<file path="src/rtl/rx_ctrl_pkg.sv">
// Shared constants for the PSK receive acquisition sequencer: state encodings,
// default loop thresholds/timeouts, and the counter-width helper.
package rx_ctrl_pkg;

  localparam logic [1:0] ST_RESTART = 2'd0;
  localparam logic [1:0] ST_ACQ     = 2'd1;
  localparam logic [1:0] ST_TRACK   = 2'd2;
  localparam logic [1:0] ST_FRAME   = 2'd3;

  localparam int DEF_LOCK_SYMS     = 16;
  localparam int DEF_UNLOCK_SYMS   = 32;
  localparam int DEF_ACQ_TIMEOUT   = 4096;
  localparam int DEF_FRAME_TIMEOUT = 2048;
  localparam int DEF_RST_CYCLES    = 64;

  // Bits needed to hold the value n itself.
  function automatic int cnt_width(input int n);
    return $clog2(n + 1);
  endfunction

  function automatic int max3(input int a, input int b, input int c);
    int m;
    m = (a > b) ? a : b;
    return (m > c) ? m : c;
  endfunction

endpackage

</file>
<file path="src/rtl/rx_lock_detect.sv">
// Costas phase-error lock detector: |e| against threshold, consecutive in/out
// run counters, and single-cycle lock/unlock hits on the qualifying symbol.
module rx_lock_detect
  import rx_ctrl_pkg::*;
#(
  parameter int LOCK_SYMS   = DEF_LOCK_SYMS,
  parameter int UNLOCK_SYMS = DEF_UNLOCK_SYMS
) (
  input  logic               clk_32M768,
  input  logic               rst_32M768,
  input  logic               clr,
  input  logic               sym_ce,
  input  logic signed [15:0] costas_err,
  input  logic        [15:0] lock_thr,
  output logic               lock_hit,
  output logic               unlock_hit
);

  localparam int IN_W  = cnt_width(LOCK_SYMS);
  localparam int OUT_W = cnt_width(UNLOCK_SYMS);
  localparam logic [IN_W-1:0]  IN_MAX   = IN_W'(LOCK_SYMS);
  localparam logic [IN_W-1:0]  IN_LAST  = IN_W'(LOCK_SYMS - 1);
  localparam logic [OUT_W-1:0] OUT_MAX  = OUT_W'(UNLOCK_SYMS);
  localparam logic [OUT_W-1:0] OUT_LAST = OUT_W'(UNLOCK_SYMS - 1);

  logic [15:0]      abs_e;
  logic             in_thr;
  logic [IN_W-1:0]  in_run_q, in_run_d;
  logic [OUT_W-1:0] out_run_q, out_run_d;

  // -32768 has no positive twin in 16 bits, so it clamps to 32767.
  always_comb begin
    if (costas_err[15] && (costas_err[14:0] == 15'd0)) begin
      abs_e = 16'h7fff;
    end else if (costas_err[15]) begin
      abs_e = $unsigned(-costas_err);
    end else begin
      abs_e = $unsigned(costas_err);
    end
  end

  assign in_thr = (abs_e < lock_thr);

  always_comb begin
    in_run_d  = in_run_q;
    out_run_d = out_run_q;
    if (clr) begin
      in_run_d  = '0;
      out_run_d = '0;
    end else if (sym_ce) begin
      if (in_thr) begin
        in_run_d  = (in_run_q == IN_MAX) ? in_run_q : in_run_q + 1'b1;
        out_run_d = '0;
      end else begin
        in_run_d  = '0;
        out_run_d = (out_run_q == OUT_MAX) ? out_run_q : out_run_q + 1'b1;
      end
    end
  end

  assign lock_hit   = !clr && sym_ce &&  in_thr && (in_run_q  >= IN_LAST);
  assign unlock_hit = !clr && sym_ce && !in_thr && (out_run_q >= OUT_LAST);

  always_ff @(posedge clk_32M768) begin
    if (rst_32M768) begin
      in_run_q  <= '0;
      out_run_q <= '0;
    end else begin
      in_run_q  <= in_run_d;
      out_run_q <= out_run_d;
    end
  end

endmodule

</file>
<file path="src/rtl/rx_acq_ctrl.sv">
// Acquisition/tracking sequencer: gear-shifts Costas/Gardner loop gains and
// restarts the loops on acquisition timeout or loss of lock.
module rx_acq_ctrl
  import rx_ctrl_pkg::*;
#(
  parameter int LOCK_SYMS     = DEF_LOCK_SYMS,
  parameter int UNLOCK_SYMS   = DEF_UNLOCK_SYMS,
  parameter int ACQ_TIMEOUT   = DEF_ACQ_TIMEOUT,
  parameter int FRAME_TIMEOUT = DEF_FRAME_TIMEOUT,
  parameter int RST_CYCLES    = DEF_RST_CYCLES
) (
  input  logic               clk_32M768,
  input  logic               rst_32M768,
  input  logic               sym_ce,
  input  logic signed [15:0] costas_err,
  input  logic        [15:0] lock_thr,
  input  logic               SD_flag,
  input  logic               PD_flag,
  input  logic               data_tvalid,
  input  logic               data_tlast,
  input  logic        [3:0]  FB_SHIFT_ACQ,
  input  logic        [3:0]  FB_SHIFT_TRK,
  input  logic        [3:0]  GD_SHIFT_ACQ,
  input  logic        [3:0]  GD_SHIFT_TRK,
  output logic        [3:0]  FEEDBACK_SHIFT,
  output logic        [3:0]  GARDNER_SHIFT,
  output logic               loop_rst,
  output logic               locked,
  output logic        [1:0]  state,
  output logic               frame_done,
  output logic               frame_err,
  output logic        [7:0]  restart_cnt
);

  localparam int CNT_W = cnt_width(max3(ACQ_TIMEOUT, FRAME_TIMEOUT, RST_CYCLES));
  localparam logic [CNT_W-1:0] RST_LAST   = CNT_W'(RST_CYCLES - 1);
  localparam logic [CNT_W-1:0] ACQ_LAST   = CNT_W'(ACQ_TIMEOUT - 1);
  localparam logic [CNT_W-1:0] FRAME_LAST = CNT_W'(FRAME_TIMEOUT - 1);

  logic [1:0]       state_q, state_d;
  logic [CNT_W-1:0] cnt_q, cnt_d;
  logic [3:0]       fb_q, fb_d, gd_q, gd_d;
  logic             loop_rst_q, loop_rst_d;
  logic             locked_q, locked_d;
  logic             frame_done_q, frame_done_d;
  logic             frame_err_q, frame_err_d;
  logic [7:0]       restart_cnt_q, restart_cnt_d;
  logic             lock_hit, unlock_hit;

  rx_lock_detect #(
    .LOCK_SYMS   (LOCK_SYMS),
    .UNLOCK_SYMS (UNLOCK_SYMS)
  ) u_lock_detect (
    .clk_32M768 (clk_32M768),
    .rst_32M768 (rst_32M768),
    .clr        (state_q == ST_RESTART),
    .sym_ce     (sym_ce),
    .costas_err (costas_err),
    .lock_thr   (lock_thr),
    .lock_hit   (lock_hit),
    .unlock_hit (unlock_hit)
  );

  // NOTE: every always_comb output gets a default first so no path leaves a latch.
  always_comb begin
    state_d      = state_q;
    cnt_d        = cnt_q;
    frame_done_d = 1'b0;
    frame_err_d  = 1'b0;
    unique case (state_q)
      ST_RESTART: begin
        if (cnt_q == RST_LAST) state_d = ST_ACQ;
        else                   cnt_d   = cnt_q + 1'b1;
      end
      ST_ACQ: begin
        // Lock is checked first so it wins a tie with the timeout symbol.
        if (lock_hit)                            state_d = ST_TRACK;
        else if (sym_ce && (cnt_q == ACQ_LAST))  state_d = ST_RESTART;
        else if (sym_ce)                         cnt_d   = cnt_q + 1'b1;
      end
      ST_TRACK: begin
        if (unlock_hit)                          state_d = ST_RESTART;
        else if (sym_ce && SD_flag && PD_flag)   state_d = ST_FRAME;
      end
      default: begin
        if (unlock_hit) begin
          frame_err_d = 1'b1;
          state_d     = ST_RESTART;
        end else if (data_tvalid && data_tlast) begin
          frame_done_d = 1'b1;
          state_d      = ST_TRACK;
        end else if (sym_ce && (cnt_q == FRAME_LAST)) begin
          frame_err_d = 1'b1;
          state_d     = ST_TRACK;
        end else if (sym_ce) begin
          cnt_d = cnt_q + 1'b1;
        end
      end
    endcase
    if (state_d != state_q) cnt_d = '0;
  end

  // Gains are re-selected only on the two gear-shift transitions.
  always_comb begin
    fb_d = fb_q;
    gd_d = gd_q;
    if ((state_q == ST_RESTART) && (state_d == ST_ACQ)) begin
      fb_d = FB_SHIFT_ACQ;
      gd_d = GD_SHIFT_ACQ;
    end else if ((state_q == ST_ACQ) && (state_d == ST_TRACK)) begin
      fb_d = FB_SHIFT_TRK;
      gd_d = GD_SHIFT_TRK;
    end
  end

  always_comb begin
    loop_rst_d    = (state_d == ST_RESTART);
    locked_d      = (state_d == ST_TRACK) || (state_d == ST_FRAME);
    restart_cnt_d = restart_cnt_q;
    if ((state_d == ST_RESTART) && (state_q != ST_RESTART) && (restart_cnt_q != 8'hff))
      restart_cnt_d = restart_cnt_q + 8'd1;
  end

  // NOTE: sequential state uses non-blocking assignments so all flops update together.
  always_ff @(posedge clk_32M768) begin
    if (rst_32M768) begin
      state_q       <= ST_RESTART;
      cnt_q         <= '0;
      fb_q          <= '0;
      gd_q          <= '0;
      loop_rst_q    <= 1'b1;
      locked_q      <= 1'b0;
      frame_done_q  <= 1'b0;
      frame_err_q   <= 1'b0;
      restart_cnt_q <= '0;
    end else begin
      state_q       <= state_d;
      cnt_q         <= cnt_d;
      fb_q          <= fb_d;
      gd_q          <= gd_d;
      loop_rst_q    <= loop_rst_d;
      locked_q      <= locked_d;
      frame_done_q  <= frame_done_d;
      frame_err_q   <= frame_err_d;
      restart_cnt_q <= restart_cnt_d;
    end
  end

  assign state          = state_q;
  assign FEEDBACK_SHIFT = fb_q;
  assign GARDNER_SHIFT  = gd_q;
  assign loop_rst       = loop_rst_q;
  assign locked         = locked_q;
  assign frame_done     = frame_done_q;
  assign frame_err      = frame_err_q;
  assign restart_cnt    = restart_cnt_q;

endmodule

</file>
<file path="config.mk">
export PLATFORM = sky130hd
export DESIGN_NAME = rx_acq_ctrl
export DESIGN_NICKNAME = d
export VERILOG_FILES = /design/src/rtl/rx_ctrl_pkg.sv /design/src/rtl/rx_lock_detect.sv /design/src/rtl/rx_acq_ctrl.sv
export SDC_FILE = /design/constraint.sdc
export NUM_CORES = 1
export LEC_CHECK = 0
export BUFFER_PORTS_ARGS = -buffer_cell sky130_fd_sc_hd__buf_4
export CAP_MARGIN = 20
export CORE_ASPECT_RATIO = 2
export CORE_MARGIN = 8
export CORE_UTILIZATION = 50
export CTS_CLUSTER_DIAMETER = 30
export CTS_CLUSTER_SIZE = 40
export DETAILED_ROUTE_END_ITERATION = 16
export PLACE_DENSITY = 0.83
export SYNTH_ARGS = -nofsm -noshare
export SYNTH_HDL_FRONTEND = slang
export SYNTH_HIERARCHICAL = 1
export SYNTH_SLANG_ARGS = --single-unit
export TNS_END_PERCENT = 5
</file>
<file path="constraint.sdc">
create_clock -name clk_32M768 -period 5.4 [get_ports clk_32M768]
set_input_delay 0.54 -clock clk_32M768 [delete_from_list [all_inputs] [get_ports clk_32M768]]
set_output_delay 0.54 -clock clk_32M768 [all_outputs]
set_load 0.01 [all_outputs]
</file>
Yosys cells after proc, flatten, opt, wreduce, memory -nomap -nowiden
Index checks and enable logic that the tools add are counted.

Register bits: 46. Input bits: 55. Output and inout port bits: 22. Logic and storage cells: 101.

$add $sub $neg: 5. Magnitude comparators: 3. Eq/ne operators: 20. Mux-type cells: 31. Bitwise operators: 1. Reduce and logical (&&, ||, !) cells: 30.

Operator list (number): 13-bit two-way mux (7); 13-bit one-hot mux with 3 select lines (1); 16-bit two-way mux (2); 16-bit < comparator (1); 2-bit two-way mux (8); 4-bit two-way mux (4); 16-bit negator (1); 1-bit logical AND (15); 15-bit logical NOT (1); 13-bit by 1-bit adder with 13-bit output, second input constant (1); 13-bit by 11-bit equality test with 1-bit output, second input constant (1); 13-bit by 12-bit equality test with 1-bit output, second input constant (1); 13-bit by 6-bit equality test with 1-bit output, second input constant (1); 6-bit two-way mux (2); 5-bit two-way mux (2); 8-bit by 1-bit adder with 8-bit output, second input constant (1); 2-bit inequality test, second input constant (4); 8-bit inequality test, second input constant (1); 7-bit AND reduction (1); 6-bit by 1-bit adder with 6-bit output, second input constant (1); 2-bit equality test, second input constant (3); 6-bit equality test, second input constant (1); 6-bit by 5-bit >= comparator with 1-bit output, second input constant (1); 3-bit by 1-bit inequality test with 1-bit output, second input constant (2); 18 further kinds (27).

Longest topological paths before layout
Gate-level depths: netlist of run 1.

Depth after elaboration: 13. Depth in mapped cells: 24. Mapped depth without buffers: 22.

Cells and area by module
The synthesis of run 1 kept the hierarchy.

Modules (own cells, without submodules): rx_acq_ctrl (instances 1, cells each 219, area an instance 1901.8 um^2, sequential area each 680.7 um^2); rx_lock_detect (instances 1, cells each 208, area an instance 1531.5 um^2, sequential area each 220.2 um^2).

Worst setup path after synthesis of run 1
OpenSTA, ideal clock, no wires.

Path kind: input to register. Start: input costas_err[1]. End: register restart_cnt_q[5] (netlist: restart_cnt[5]). Setup time: 0.071 ns. Arrival time: 5.696 ns. Required time: 5.329 ns. Path slack: -0.366 ns. Stages on the path: 23. Path buffers: 1. Cell sequence: inv_1 -> ha_1 -> nor4b_2 -> nand2_1 -> or4_1 -> o21bai_1 -> a21oi_1 -> a31oi_1 -> ha_1 -> nand4_1 -> or4_1 -> a221o_2 -> o2111ai_4 -> buf_6 -> nand2_1 -> nor3_1 -> nor2b_1 -> o21ai_0 -> a31oi_4 -> nor4_2 -> o21ai_2 -> or4_1 -> a21oi_1.

Word-level cells in the longest chain between the ends: 12. Elaborated cells on any way between the ends: 18. Those cells by class: 1 x add/sub; 1 x order compare; 6 x mux; 10 x reduce/logical.

RTL lines: from (decl) (RTL line rx_acq_ctrl.sv:15) `input logic signed [15:0] costas_err,`; 16-bit negator / 15-bit logical NOT (equally long branches) (RTL line rx_lock_detect.sv:36, rx_lock_detect.sv:33); 16-bit two-way mux / 1-bit logical AND (equally long branches) (RTL line rx_lock_detect.sv:35, rx_lock_detect.sv:33); 16-bit two-way mux (*) (RTL line rx_lock_detect.sv:33) `if (costas_err[15] && (costas_err[14:0] == 15'd0)) begin`; 16-bit < comparator (*) (RTL line rx_lock_detect.sv:42) `assign in_thr = (abs_e < lock_thr);`; 1-bit logical NOT (*) (RTL line rx_lock_detect.sv:62) `assign unlock_hit = !clr && sym_ce && !in_thr && (out_run_q >= OUT_LAST);`; 1-bit logical AND (*) (2 in series) (RTL line rx_lock_detect.sv:62); net unlock_hit (RTL line rx_acq_ctrl.sv:48) `logic lock_hit, unlock_hit;`; 2-bit two-way mux (on tied branches) (RTL line rx_acq_ctrl.sv:86, rx_acq_ctrl.sv:82); 2-bit one-hot mux with 3 select lines (*) (RTL line rx_acq_ctrl.sv:70) `unique case (state_q)`; 2-bit logical NOT (*) (RTL line rx_acq_ctrl.sv:120) `if ((state_d == ST_RESTART) && (state_q != ST_RESTART) && (restart_cnt_q != 8'hff))`; 1-bit logical AND (*) (2 in series) (RTL line rx_acq_ctrl.sv:120); to (signal assigned) (RTL line rx_acq_ctrl.sv:145) `restart_cnt_q <= restart_cnt_d;`; to (decl) (RTL line rx_acq_ctrl.sv:47) `logic [7:0] restart_cnt_q, restart_cnt_d;`.

The timed path passes the listed nets; every way through them passes the cells marked *. A chain may end at the register's enable or synchronous reset.

Worst setup path after layout of run 1
Start: input costas_err[1]. End: register restart_cnt_q[7] (netlist: restart_cnt[7]).

The elaborated chain is that of the path after synthesis.

==> impl_results.md, run 1 <==
- Top post-synthesis cells by area: dfxtp_1 26%, ha_1 9.8%, nand2_1 5.2%, a21oi_1 4.5%, xor2_1 4.3%
- Largest family of logic cells by synthesized area: simple AND/OR/NAND/NOR gates
- Hold buffers post-CTS: 0
- DR vias: approximately 3400
- Mapped Area: approximately 3400 sq um
- DRT Pass-1 Iters: 4
- GPL Wtd Cong: 0.914
- Wirelength, routed: about 8900 microns
- Ys flop type: dfxtp_1
- Adder-cell share of the synthesized area: under 10%
- CTS tree: done
- Vias per cell: around 5.7
- Worst-Margin Slew: slightly above 600 ps
- Number of global-route vias before repair: around 3300
- Initial antenna violation count: 0
- Setup Total Neg Slack: 0 ps
- Starting DRC count in detailed routing: ~210
- Critical Path AT: 5300 ps
- Area growth syn-to-layout: 27.4%
- Yosys reg bits: 45
- CTS max path bufs: 2
- Worst IR Drop VDD: between 0.2 and 0.25 mV
- Port bufs: between 70 and 80
- Max_cap viols: 0
- FILL cells: 592
- Warnings, synthesis: 6
- Hold Fails Final Rpt: 0
- Synth area leader: dfxtp_1
- Placed wire-length estimate: between 6000 and 7000 microns
- Mux contribution to synthesized area: less than 1%
- Largest net degree at the start of global routing: 24
- Compound-gate portion of the synthesized area: a little under a quarter
- Gr usage total: approximately 18%
- CP Capture Type: flip-flop
- Clock Skew: 7.48 ps
- Crit path from: costas_err[1]
- Asr flop ratio synth: 0%
- Clk_lat worst skew: 290 ps
- Syn_nets: between 500 and 600
- Starting Density: roughly half
- Pleak: 1.87 nW
- CTS root buffer: clkbuf_16
- Die H: 133 microns
- Slowest stage delay, CP: 550 ps
- Die X-Extent: about 75 microns
- Hold Startpoint: GARDNER_SHIFT[0]
- H-tree depth: 2
- Reg2reg start: state[1]
- Std cell rows: 43
- Worst Setup Start Kind: input pin
- Yosys cell types: 66
- Wire length per cell: roughly 15 microns
- Pwr/cell area: between 150 and 200 nW/um^2
- Clk slew on worst S/H paths: around 60 ps
- Max_slew headroom: between 50% and 60%
- Cell family with most CP delay: simple AND/OR/NAND/NOR gates
- Post-route DRC: 0
- Most used cell, CP: or4_1
- Cells after synthesis: between 400 and 500
- XOR/XNOR Fraction of Synth Area: approximately 4.6%
- EDFF count, synth: 0
- Worst-path cell chain: buf_4 -> inv_1 -> ha_1 -> nor4b_4 -> nand2_1 -> or4_1 -> o311ai_0 -> o21a_1 -> ha_1 -> nand4_1 -> or4_1 -> a221o_2 -> o2111ai_4 -> nand2_1 -> nor3_4 -> nor2b_1 -> nand4_1 -> a31oi_4 -> nor4_4 -> o21ai_4 -> or4_1 -> a21oi_1
- Number of clock sinks: 45
- Ant diodes: 0
- Mean Syn Cell Area: 8.04 sq um
- Power Total: 0.807 mW
- Global-route wire length before repair: 14800 microns
- WS Path Type: in2reg
- Num ports: 77
- Core area: between 6000 and 7000 sq um
- # nets final: 595
- Final worst path period share: between 90% and 100%
- Pins over their slew limit: 0
- Status: finished, final reports clean
- Post-layout min period: between 5000 and 6000 ps
- Final setup fails: 0
- Critical Path RT: around 5600 ps
- CP max stage cell: or4_1
- Layout cells sized above 1: a little over a quarter
- Peak Freq: between 150 and 200 MHz
- Hold Path Class: reg2reg
- Total CTS buffers: 5
- Unrepaired setup endpoints after global routing: no
- Routed Antenna Nets: 0
- Top-area cell type share of the netlist area: between 20% and 30%
- Seq/Total Area, Yosys: 26.2%
- Die area: around 9900 sq um
- Crit Path Max Fanout: 10
- Congestion Overflow GR: 0
- Simple-gate share of the synthesized area: 28.7%
- WP buf/inv: 2
==> synth_stat cells, types with 2 or more instances <==
cell	count
nor4_1	4
or2_2	2
o21ai_0	19
a2111oi_2	3
nor4_2	2
and4_1	2
dfxtp_1	45
a21oi_1	31
a2bb2oi_1	4
xor2_1	17
o221a_2	5
nand4b_1	2
nand4_1	10
inv_1	36
o31ai_1	7
o211ai_1	4
nand2_1	48
buf_6	2
nor3_1	9
nor2_2	7
or4_4	3
and3_1	8
nor2b_1	4
a21o_1	6
clkbuf_1	8
mux2i_1	3
nand3_1	27
or3_1	7
ha_1	27
o21ai_2	2
o21a_1	3
o21bai_1	2
a21oi_2	4
nor2_1	16
a31oi_1	6
nand3b_1	5
or4_1	8
==> where the power goes <==
group / switching, mW / internal, mW
registers: 0.00275 / 0.334
logic: 0.0614 / 0.0597
clock network: 0.129 / 0.219
total: 0.194 / 0.613
==> layout make-up <==
cell class | count | area (sq um) | area share [%]
clock inverters | 2 | 38.8 | 0.886
flip-flops and latches | 45 | 901 | 20.6
multi-input cells | 333 | 2370 | 54.2
inverters | 37 | 139 | 3.17
clock buffers | 6 | 129 | 2.95
repair buffers | 91 | 683 | 15.6
well taps | 90 | 113 | 2.57
==> stage by stage <==
step           utilization [%]  std cells  setup slack (ps)  instance area [sq um]  hold WS (ps)
5_1_grt                   64.5        604              30.2                   4380           505
4_1_cts                   64.2        603               276                   4350           472
6_report                  64.5        604               331                   4380           468
3_3_place_gp              61.7        595               176                   4190           454
3_5_place_dp              61.7        595              23.0                   4190           463
2_1_floorplan                -        427              29.6                   3460           480
==> kinds of logic after synthesis <==
family / after synthesis
compound gates: 111
xor+xnor: 18
fa+ha+maj: 27
mux: 3
simple gates: 174
buf+inv: 49
flops: 45
==> repair_timing <==
action	4_1_cts	5_1_grt
endpoints found under the hold margin	0	0
resized for setup	0	3
endpoints found under the setup margin	0	12
setup buffers	0	1
==> worst reg2reg max path, cell delays in order, from the launching register on <==
cell       delay, ps
dfxtp_1          560
inv_1            170
ha_1             400
a2111oi_0        580
or4b_2           250
a21oi_2           50
buf_4            160
nor4_4           340
o21ai_4          170
or4_1            500
a21oi_1          150
==> path summary, 6_finish.rpt <==
path	slack, ps	to	depth (start not counted)
worst max-delay path	330	restart_cnt[7]	22
worst min-delay path	470	GARDNER_SHIFT[0]	2
worst max register to register	2000	restart_cnt[7]	10
worst min register to register	470	GARDNER_SHIFT[0]	2
==> state kept, by name (all words and copies together), names as in the netlist <==
| name | flops |
|---|---|
| restart_cnt | 8 |
| u_lock_detect/out_run_q | 6 |
| u_lock_detect/in_run_q | 5 |
| frame_done | 1 |
| GARDNER_SHIFT | 4 |
| loop_rst | 1 |
| state | 2 |
| frame_err | 1 |
| cnt_q | 13 |
| FEEDBACK_SHIFT | 4 |
==> per-layer routing <==
layer  vias up  wire length [microns]  global-route usage (%)  part of all wire, %
met3        12                    446                    3.92                  5.0
met2        75                   4740                    31.8                   53
met1      1605                   3570                    20.6                   40
li1       1747                      -                       -                    -
met4         0                    130                    5.16                  1.5
met5         -                      0                       0                    0
==> cells in the final DEF, fill, tap and decap left out, types with 2 or more instances in the layout <==
| cell type | instances |
|---|---|
| buf_4 | 91 |
| nand2_1 | 48 |
| dfxtp_1 | 45 |
| inv_1 | 36 |
| a21oi_1 | 30 |
| nand3_1 | 27 |
| ha_1 | 27 |
| o21ai_0 | 18 |
| xor2_1 | 17 |
| nor2_1 | 16 |
| nand4_1 | 10 |
| nor3_1 | 8 |
| and3_1 | 8 |
| or4_1 | 8 |
| nor2_2 | 7 |
| o31ai_1 | 7 |
| or3_1 | 7 |
| a21o_1 | 6 |
| a31oi_1 | 6 |
| nand3b_1 | 5 |
| a21oi_2 | 5 |
| o221a_2 | 5 |
| clkbuf_16 | 5 |
| nor4_1 | 4 |
| nor2b_1 | 4 |
| o211ai_1 | 4 |
| a2bb2oi_1 | 4 |
| or4_4 | 3 |
| o21a_1 | 3 |
| mux2i_1 | 3 |
| a2111oi_2 | 3 |
| and4_1 | 2 |
| or2_2 | 2 |
| o21ai_2 | 2 |
| nand4b_1 | 2 |
| o21bai_1 | 2 |
No activity file was read; power rests on OpenSTA's default activity.
==> run 2, diff against run 1 <==
--- a/config.mk
+++ b/config.mk
@@ -7,13 +7,15 @@
 export LEC_CHECK = 0
 export BUFFER_PORTS_ARGS = -buffer_cell sky130_fd_sc_hd__buf_4
 export CAP_MARGIN = 20
+export CELL_PAD_IN_SITES_DETAIL_PLACEMENT = 0
+export CELL_PAD_IN_SITES_GLOBAL_PLACEMENT = 1
 export CORE_ASPECT_RATIO = 2
 export CORE_MARGIN = 8
-export CORE_UTILIZATION = 50
+export CORE_UTILIZATION = 36
 export CTS_CLUSTER_DIAMETER = 30
 export CTS_CLUSTER_SIZE = 40
 export DETAILED_ROUTE_END_ITERATION = 16
-export PLACE_DENSITY = 0.83
+export PLACE_DENSITY = 0.82
 export SYNTH_ARGS = -nofsm -noshare
 export SYNTH_HDL_FRONTEND = slang
 export SYNTH_HIERARCHICAL = 1
==> run 2 against run 1 <==
  * Clock power shrank 16%
  * Highest routed layer unchanged
  * Critical endpoint is now cnt_q[5]
  * First-iteration DRC count shrank 52%
  * Critical path depth down 1
  * Via count rose by 1.3%
  * Die area rose by 32%
  * Flip-flop and latch count is the same
  * Sequential power is essentially flat
  * Count of clock-buffer cells in the layout stayed put
  * Final area shrank 0.26%
  * Global-route usage decreased by 2.0 points
  * Clock skew decreased by 3.4 ps
  * Register-to-register slack got worse by 130 ps
==> impl_results.md, run 2 (synthesis results as in run 1) <==
- Power Total: 0.755 mW (-6.4%)
- Die H: 154 microns (+16%)
- Unrepaired setup endpoints after global routing: yes
- Dpl ws: -140 ps (-163 ps)
- Pwr/cell area: 173 nW/um^2 (-6.2%)
- Commonest non-fill, non-tap cell in the layout: buf_4
- Std cell rows: 50 (+16%)
- Peak Freq: 192 MHz (-2.5%)
- Hold buffers post-CTS: 0 (unchanged)
- Critical Path AT: 5420 ps (+120 ps)
- GPL Wtd Cong: 0.952 (+4.2%)
- Clock Skew: 4.11 ps (-3.37 ps)
- Max_slew headroom: 54.3% (-4.0 points)
- Port bufs: 76 (unchanged)
- Final setup fails: 0 (unchanged)
- Critical Path RT: 5620 ps (about the same)
- Final Util: 46.8% (-18 points)
- Gr usage total: 16.1% (-2.0 points)
- Number of global-route vias before repair: 3586 (+9.3%)
- Max_cap viols: 0 (unchanged)
- Die X-Extent: 85.1 microns (+14%)
- Worst IR Drop VDD: 0.197 mV (-7.4%)
- # nets final: 595 (unchanged)
- Pins over their slew limit: 0 (unchanged)
- CTS root buffer: clkbuf_16
- Pleak: 1.86 nW (-0.57%)
- Die area: 13100 sq um (+32%)
- Clk slew on worst S/H paths: 60 ps (about the same)
- Dpl cells: 610 (+2.5%)
- Setup Total Neg Slack: 0 ps (unchanged)
- CTS tree: done
- Worst-Margin Slew: 668 ps (+46.4 ps)
- Routed Antenna Nets: 0 (unchanged)
- H-tree depth: 2 (unchanged)
- Clk_lat worst skew: 280 ps (about the same)
- FILL cells: 963 (+63%)
- Placed Area: 4210 sq um (+0.60%)
- Wire length per cell: 16.9 microns (+15%)
- Vias per cell: 5.64 (-0.96%)
- Starting DRC count in detailed routing: 103 (-52%)
- Largest register FFs: 13 (unchanged)
- Ant diodes: 0 (unchanged)
- CP Capture Type: flip-flop
- Commonest non-fill, non-tap cells in the layout: 91 x buf_4, 48 x nand2_1, 45 x dfxtp_1
- Placed wire-length estimate: 8460 microns (+25%)
- Total CTS buffers: 5 (unchanged)
- Final worst path period share: 96.3% (+2.4 points)
- Num ports: 77 (unchanged)
- Starting Density: 36.8% (-14 points)
- Status: finished, final reports clean
- DR vias: 3485 (+1.3%)
- Post-route DRC: 0 (unchanged)
- Number of clock sinks: 45 (unchanged)
- Hold Fails Final Rpt: 0 (unchanged)
- Layout cells sized above 1: 27.4% (unchanged)
- Crit Path Max Fanout: 13 (+3)
- Congestion Overflow GR: 0 (unchanged)
- Global-route wire length before repair: 17100 microns (+15%)
- Area growth syn-to-layout: 27.1%
- Slack of the critical path: 199 ps (-131 ps)
- WS Path Type: in2reg
- Largest net degree at the start of global routing: 24 (unchanged)
- Core area: 9320 sq um (+38%)
- WHS: 466 ps (-1.48 ps)
- Initial antenna violation count: 0 (unchanged)
- Post-layout min period: 5200 ps (+131 ps)
- Worst Setup Start Kind: input pin
- CTS max path bufs: 2 (unchanged)
- Largest Register: cnt_q
- Wirelength, routed: 10400 microns (+17%)
- Hold Path Class: reg2reg
- Final Non-Filler Cells: 618 (+2.3%)
- DRT Pass-1 Iters: 4 (unchanged)
- Post-route cell area: 4360 sq um (-0.26%)
## run 2: layout make-up
type / instances / area [sq um] / area share [%]
Timing Repair Buffer: 91 / 683 / 15.7
Sequential cell: 45 / 901 / 20.6
Multi-Input combinational cell: 333 / 2370 / 54.4
Clock buffer: 6 / 129 / 2.95
Clock inverter: 2 / 10.0 / 0.229
Inverter: 37 / 139 / 3.18
Tap cell: 104 / 130 / 2.98
## run 2: power by group
| group | internal (mW) | leakage [nW] | switching, mW |
|---|---|---|---|
| Combinational | 0.0603 | 1.43 | 0.0635 |
| Clock | 0.170 | 0.0706 | 0.124 |
| Sequential | 0.334 | 0.363 | 0.00287 |
## run 2: worst paths after layout
kind	cells past startpoint	slack (ps)	start	to
hold / removal	2	470	GARDNER_SHIFT[0]	GARDNER_SHIFT[0]
setup reg to reg	10	1870	state[1]	restart_cnt[5]
hold reg to reg	2	470	GARDNER_SHIFT[0]	GARDNER_SHIFT[0]
setup / recovery	21	200	costas_err[1]	cnt_q[5]
## run 2: repair_timing
item	4_1_cts	5_1_grt
buffers inserted	0	0
endpoints found under the setup margin	0	16
gates resized for setup	0	3
## run 2: routing by layer
| metal | vias to the layer above | track usage, % | share of wire (%) |
|---|---|---|---|
| met5 | - | 0 | 0 |
| met4 | 0 | 8.82 | 3.5 |
| met3 | 22 | 3.26 | 3.9 |
| met2 | 66 | 33.1 | 60 |
| met1 | 1656 | 13.3 | 33 |
| li1 | 1741 | - | - |
## run 2: critical path, stage by stage
cell and delay [ps]:
buf_4 120, inv_1 70, ha_1 180, nor4b_4 230, nand2_1 90, or4_1 480
o311ai_0 350, o21a_1 180, ha_1 140, nand4_1 120, or4_1 540, a221o_2 330
o2111ai_4 110, a2111oi_0 150, or4b_2 710, a21oi_2 190, nor3_2 90, mux2i_1 280
o2111ai_2 160, buf_4 220, a21oi_1 130
==> run 3, diff against run 2 <==
--- a/config.mk
+++ b/config.mk
@@ -11,11 +11,11 @@
 export CELL_PAD_IN_SITES_GLOBAL_PLACEMENT = 1
 export CORE_ASPECT_RATIO = 2
 export CORE_MARGIN = 8
-export CORE_UTILIZATION = 36
+export CORE_UTILIZATION = 43
 export CTS_CLUSTER_DIAMETER = 30
 export CTS_CLUSTER_SIZE = 40
 export DETAILED_ROUTE_END_ITERATION = 16
-export PLACE_DENSITY = 0.82
+export PLACE_DENSITY = 0.91
 export SYNTH_ARGS = -nofsm -noshare
 export SYNTH_HDL_FRONTEND = slang
 export SYNTH_HIERARCHICAL = 1
==> constraint.sdc (replaced) <==
create_clock -name clk_32M768 -period 6 [get_ports clk_32M768]
set_input_delay 0.6 -clock clk_32M768 [delete_from_list [all_inputs] [get_ports clk_32M768]]
set_output_delay 0.6 -clock clk_32M768 [all_outputs]
set_load 0.01 [all_outputs]
==> run 3 against run 2 <==
  * Global-route usage is 1.5 points lower
  * Largest power group is now clock
  * Highest routed layer unchanged
  * Critical endpoint is now restart_cnt[5]
  * Clock skew is 1.1 ps higher
  * Register-to-register slack better by 550 ps
  * Combinational power is 14% lower
==> impl_results.md, run 3 (synthesis results as in run 1) <==
- Starting Density: 43.9% (+7.0 points)
- Number of global-route vias before repair: 2973 (-17%)
- # nets final: 587 (-1.3%)
- Wire length per cell: 14.1 microns (-17%)
- H-tree depth: 2 (unchanged)
- Number of clock sinks: 45 (unchanged)
- Largest Register: cnt_q
- Peak Freq: around 180 MHz
- Commonest non-fill, non-tap cells in the layout: 83 x buf_4, 48 x nand2_1, 45 x dfxtp_1
- Max_cap viols: 0 (unchanged)
- Commonest non-fill, non-tap cell in the layout: buf_4
- CP Capture Type: flip-flop
- GPL Wtd Cong: 0.846 (-11%)
- Clk_lat worst skew: 280 ps (about the same)
- Layout cells sized above 1: 25.7% (-1.7 points)
- Placed wire-length estimate: 6570 microns (-22%)
- Post-route DRC: 0 (unchanged)
- Pint: 0.551 mW (-2.4%)
- Reg power frac: 42.2% (-2.4 points)
- Starting DRC count in detailed routing: 188 (+83%)
- Clk slew on worst S/H paths: 60 ps (about the same)
- Unrepaired setup endpoints after global routing: no
- CTS max path bufs: 2 (unchanged)
- Setup bufs post-CTS: 0 (unchanged)
- CTS root buffer: clkbuf_16
- DR vias: 3302 (-5.3%)
- Setup Total Neg Slack: 0 ps (unchanged)
- Die X-Extent: 79.2 microns (-6.9%)
- Final worst path period share: 91.5%
- Initial antenna violation count: 0 (unchanged)
- Pleak: 1.81 nW (-2.5%)
- Num ports: 77 (unchanged)
- Worst Setup Start Kind: input pin
- Power Total: 0.719 mW (-4.8%)
- Hold Path Class: reg2reg
- Gr usage total: 14.6% (-1.5 points)
- FILL cells: 788 (-18%)
- CTS tree: done
- Crit Path Max Fanout: 10 (-3)
- Die H: 142 microns (-7.6%)
- Largest net degree at the start of global routing: 24 (unchanged)
- Congestion Overflow GR: 0 (unchanged)
- Max_slew headroom: 36.1% (-18 points)
- Pwr/cell area: 168 nW/um^2 (-2.9%)
- DRT Pass-1 Iters: 4 (unchanged)
- Worst-Margin Slew: 935 ps (+267 ps)
- Port bufs: 76 (unchanged)
- Post-layout min period: between 5000 and 6000 ps
- Status: finished, final reports clean
- Std cell rows: 46 (-8.0%)
- Routed Antenna Nets: 0 (unchanged)
- Switching share of total power: 23.4% (-1.9 points)
- Area growth syn-to-layout: 24.6%
- Combinational Power Share: 14.8% (-1.6 points)
- Hold Fails Final Rpt: 0 (unchanged)
- Clock Skew: 5.25 ps (+1.14 ps)
- Critical Path RT: 6220 ps (+600 ps)
- Sw power: 0.168 mW (-12%)
- Worst IR Drop VDD: 0.169 mV (-14%)
- WS Path Type: in2reg
- Setup slack, reg-to-reg: 2420 ps (+550 ps)
- Global-route wire length before repair: 13900 microns (-18%)
- Clk pwr share: 43.0% (+4.0 points)
- Total CTS buffers: 5 (unchanged)
- Critical Path AT: 5700 ps (+280 ps)
- Final setup fails: 0 (unchanged)
- Ant diodes: 0 (unchanged)
- Vias per cell: 5.49 (-2.7%)
- Core area: 7830 sq um (-16%)
- Die area: 11300 sq um (-14%)
- Largest register FFs: 13 (unchanged)
- Pins over their slew limit: 0 (unchanged)
- Wirelength, routed: 8470 microns (-19%)
## run 3: cell types whose count changed in the layout (fill, tap and decap cells not counted), sizes merged
cell / previous run / this run
buf: 91 / 83
bufinv: 0 / 1
clkinv: 3 / 2
## run 3: metal layers
| layer | track usage [%] | vias to the layer above | part of all wire, % |
|---|---|---|---|
| li1 | - | 1733 | - |
| met1 | 18.5 | 1507 | 45 |
| met2 | 24.0 | 57 | 49 |
| met3 | 3.35 | 5 | 4.7 |
| met4 | 3.15 | 0 | 0.45 |
| met5 | 0 | - | 0 |
## run 3: layout make-up
class / instances / area, sq um / area share, %
Multi-Input combinational cell: 333 / 2330 / 54.4
Sequential cell: 45 / 901 / 21.1
Timing Repair Buffer: 83 / 623 / 14.6
Inverter: 37 / 139 / 3.25
Clock buffer: 6 / 129 / 3.01
Tap cell: 96 / 120 / 2.81
Clock inverter: 2 / 38.8 / 0.906
## run 3: path summary, 6_finish.rpt
path | cells after the start | from | end
worst max-delay path | 22 | costas_err[1] | restart_cnt[5]
worst min-delay path | 2 | GARDNER_SHIFT[0] | GARDNER_SHIFT[0]
worst max register to register | 9 | state[1] | restart_cnt[5]
worst min register to register | 2 | GARDNER_SHIFT[0] | GARDNER_SHIFT[0]
## run 3: through the flow
stage,worst slack (ps),utilization [%],cells,hold slack (ps),cell area (sq um)
after floorplan,174,-,427,480,3430
after global placement,332,52.5,594,453,4110
after detailed placement,187,52.5,594,458,4110
after CTS,444,54.7,602,468,4280
after global routing,18.0,54.7,602,490,4280
final,511,54.7,602,465,4280
## run 3: what timing repair did
item,in CTS,in global routing
gates resized for setup,0,1
hold buffers,0,0
setup endpoints to repair,0,3
## run 3: critical path, cell delays in order
cell	delay, ps
buf_4	120
inv_1	70
ha_1	200
nor4b_2	250
nand2_1	100
or4_1	450
o311ai_0	320
o21a_1	180
ha_1	140
nand4_1	190
or4_1	580
a221o_2	340
o2111ai_4	90
nand2_1	80
nor3_1	230
nor2b_1	120
o21ai_1	220
a31oi_4	150
nor4_2	400
o21ai_2	220
or4_1	510
a21oi_1	150
## run 3: power by group through the flow
| stage | combinational, mW | sequential, mW | clock [mW] |
|---|---|---|---|
| after floorplan | 0.0618 | 0.309 | 0 |
| after global placement | 0.107 | 0.310 | 0 |
| after detailed placement | 0.107 | 0.310 | 0 |
| after CTS | 0.108 | 0.303 | 0.318 |
| after global routing | 0.120 | 0.303 | 0.333 |
| final | 0.107 | 0.303 | 0.309 |
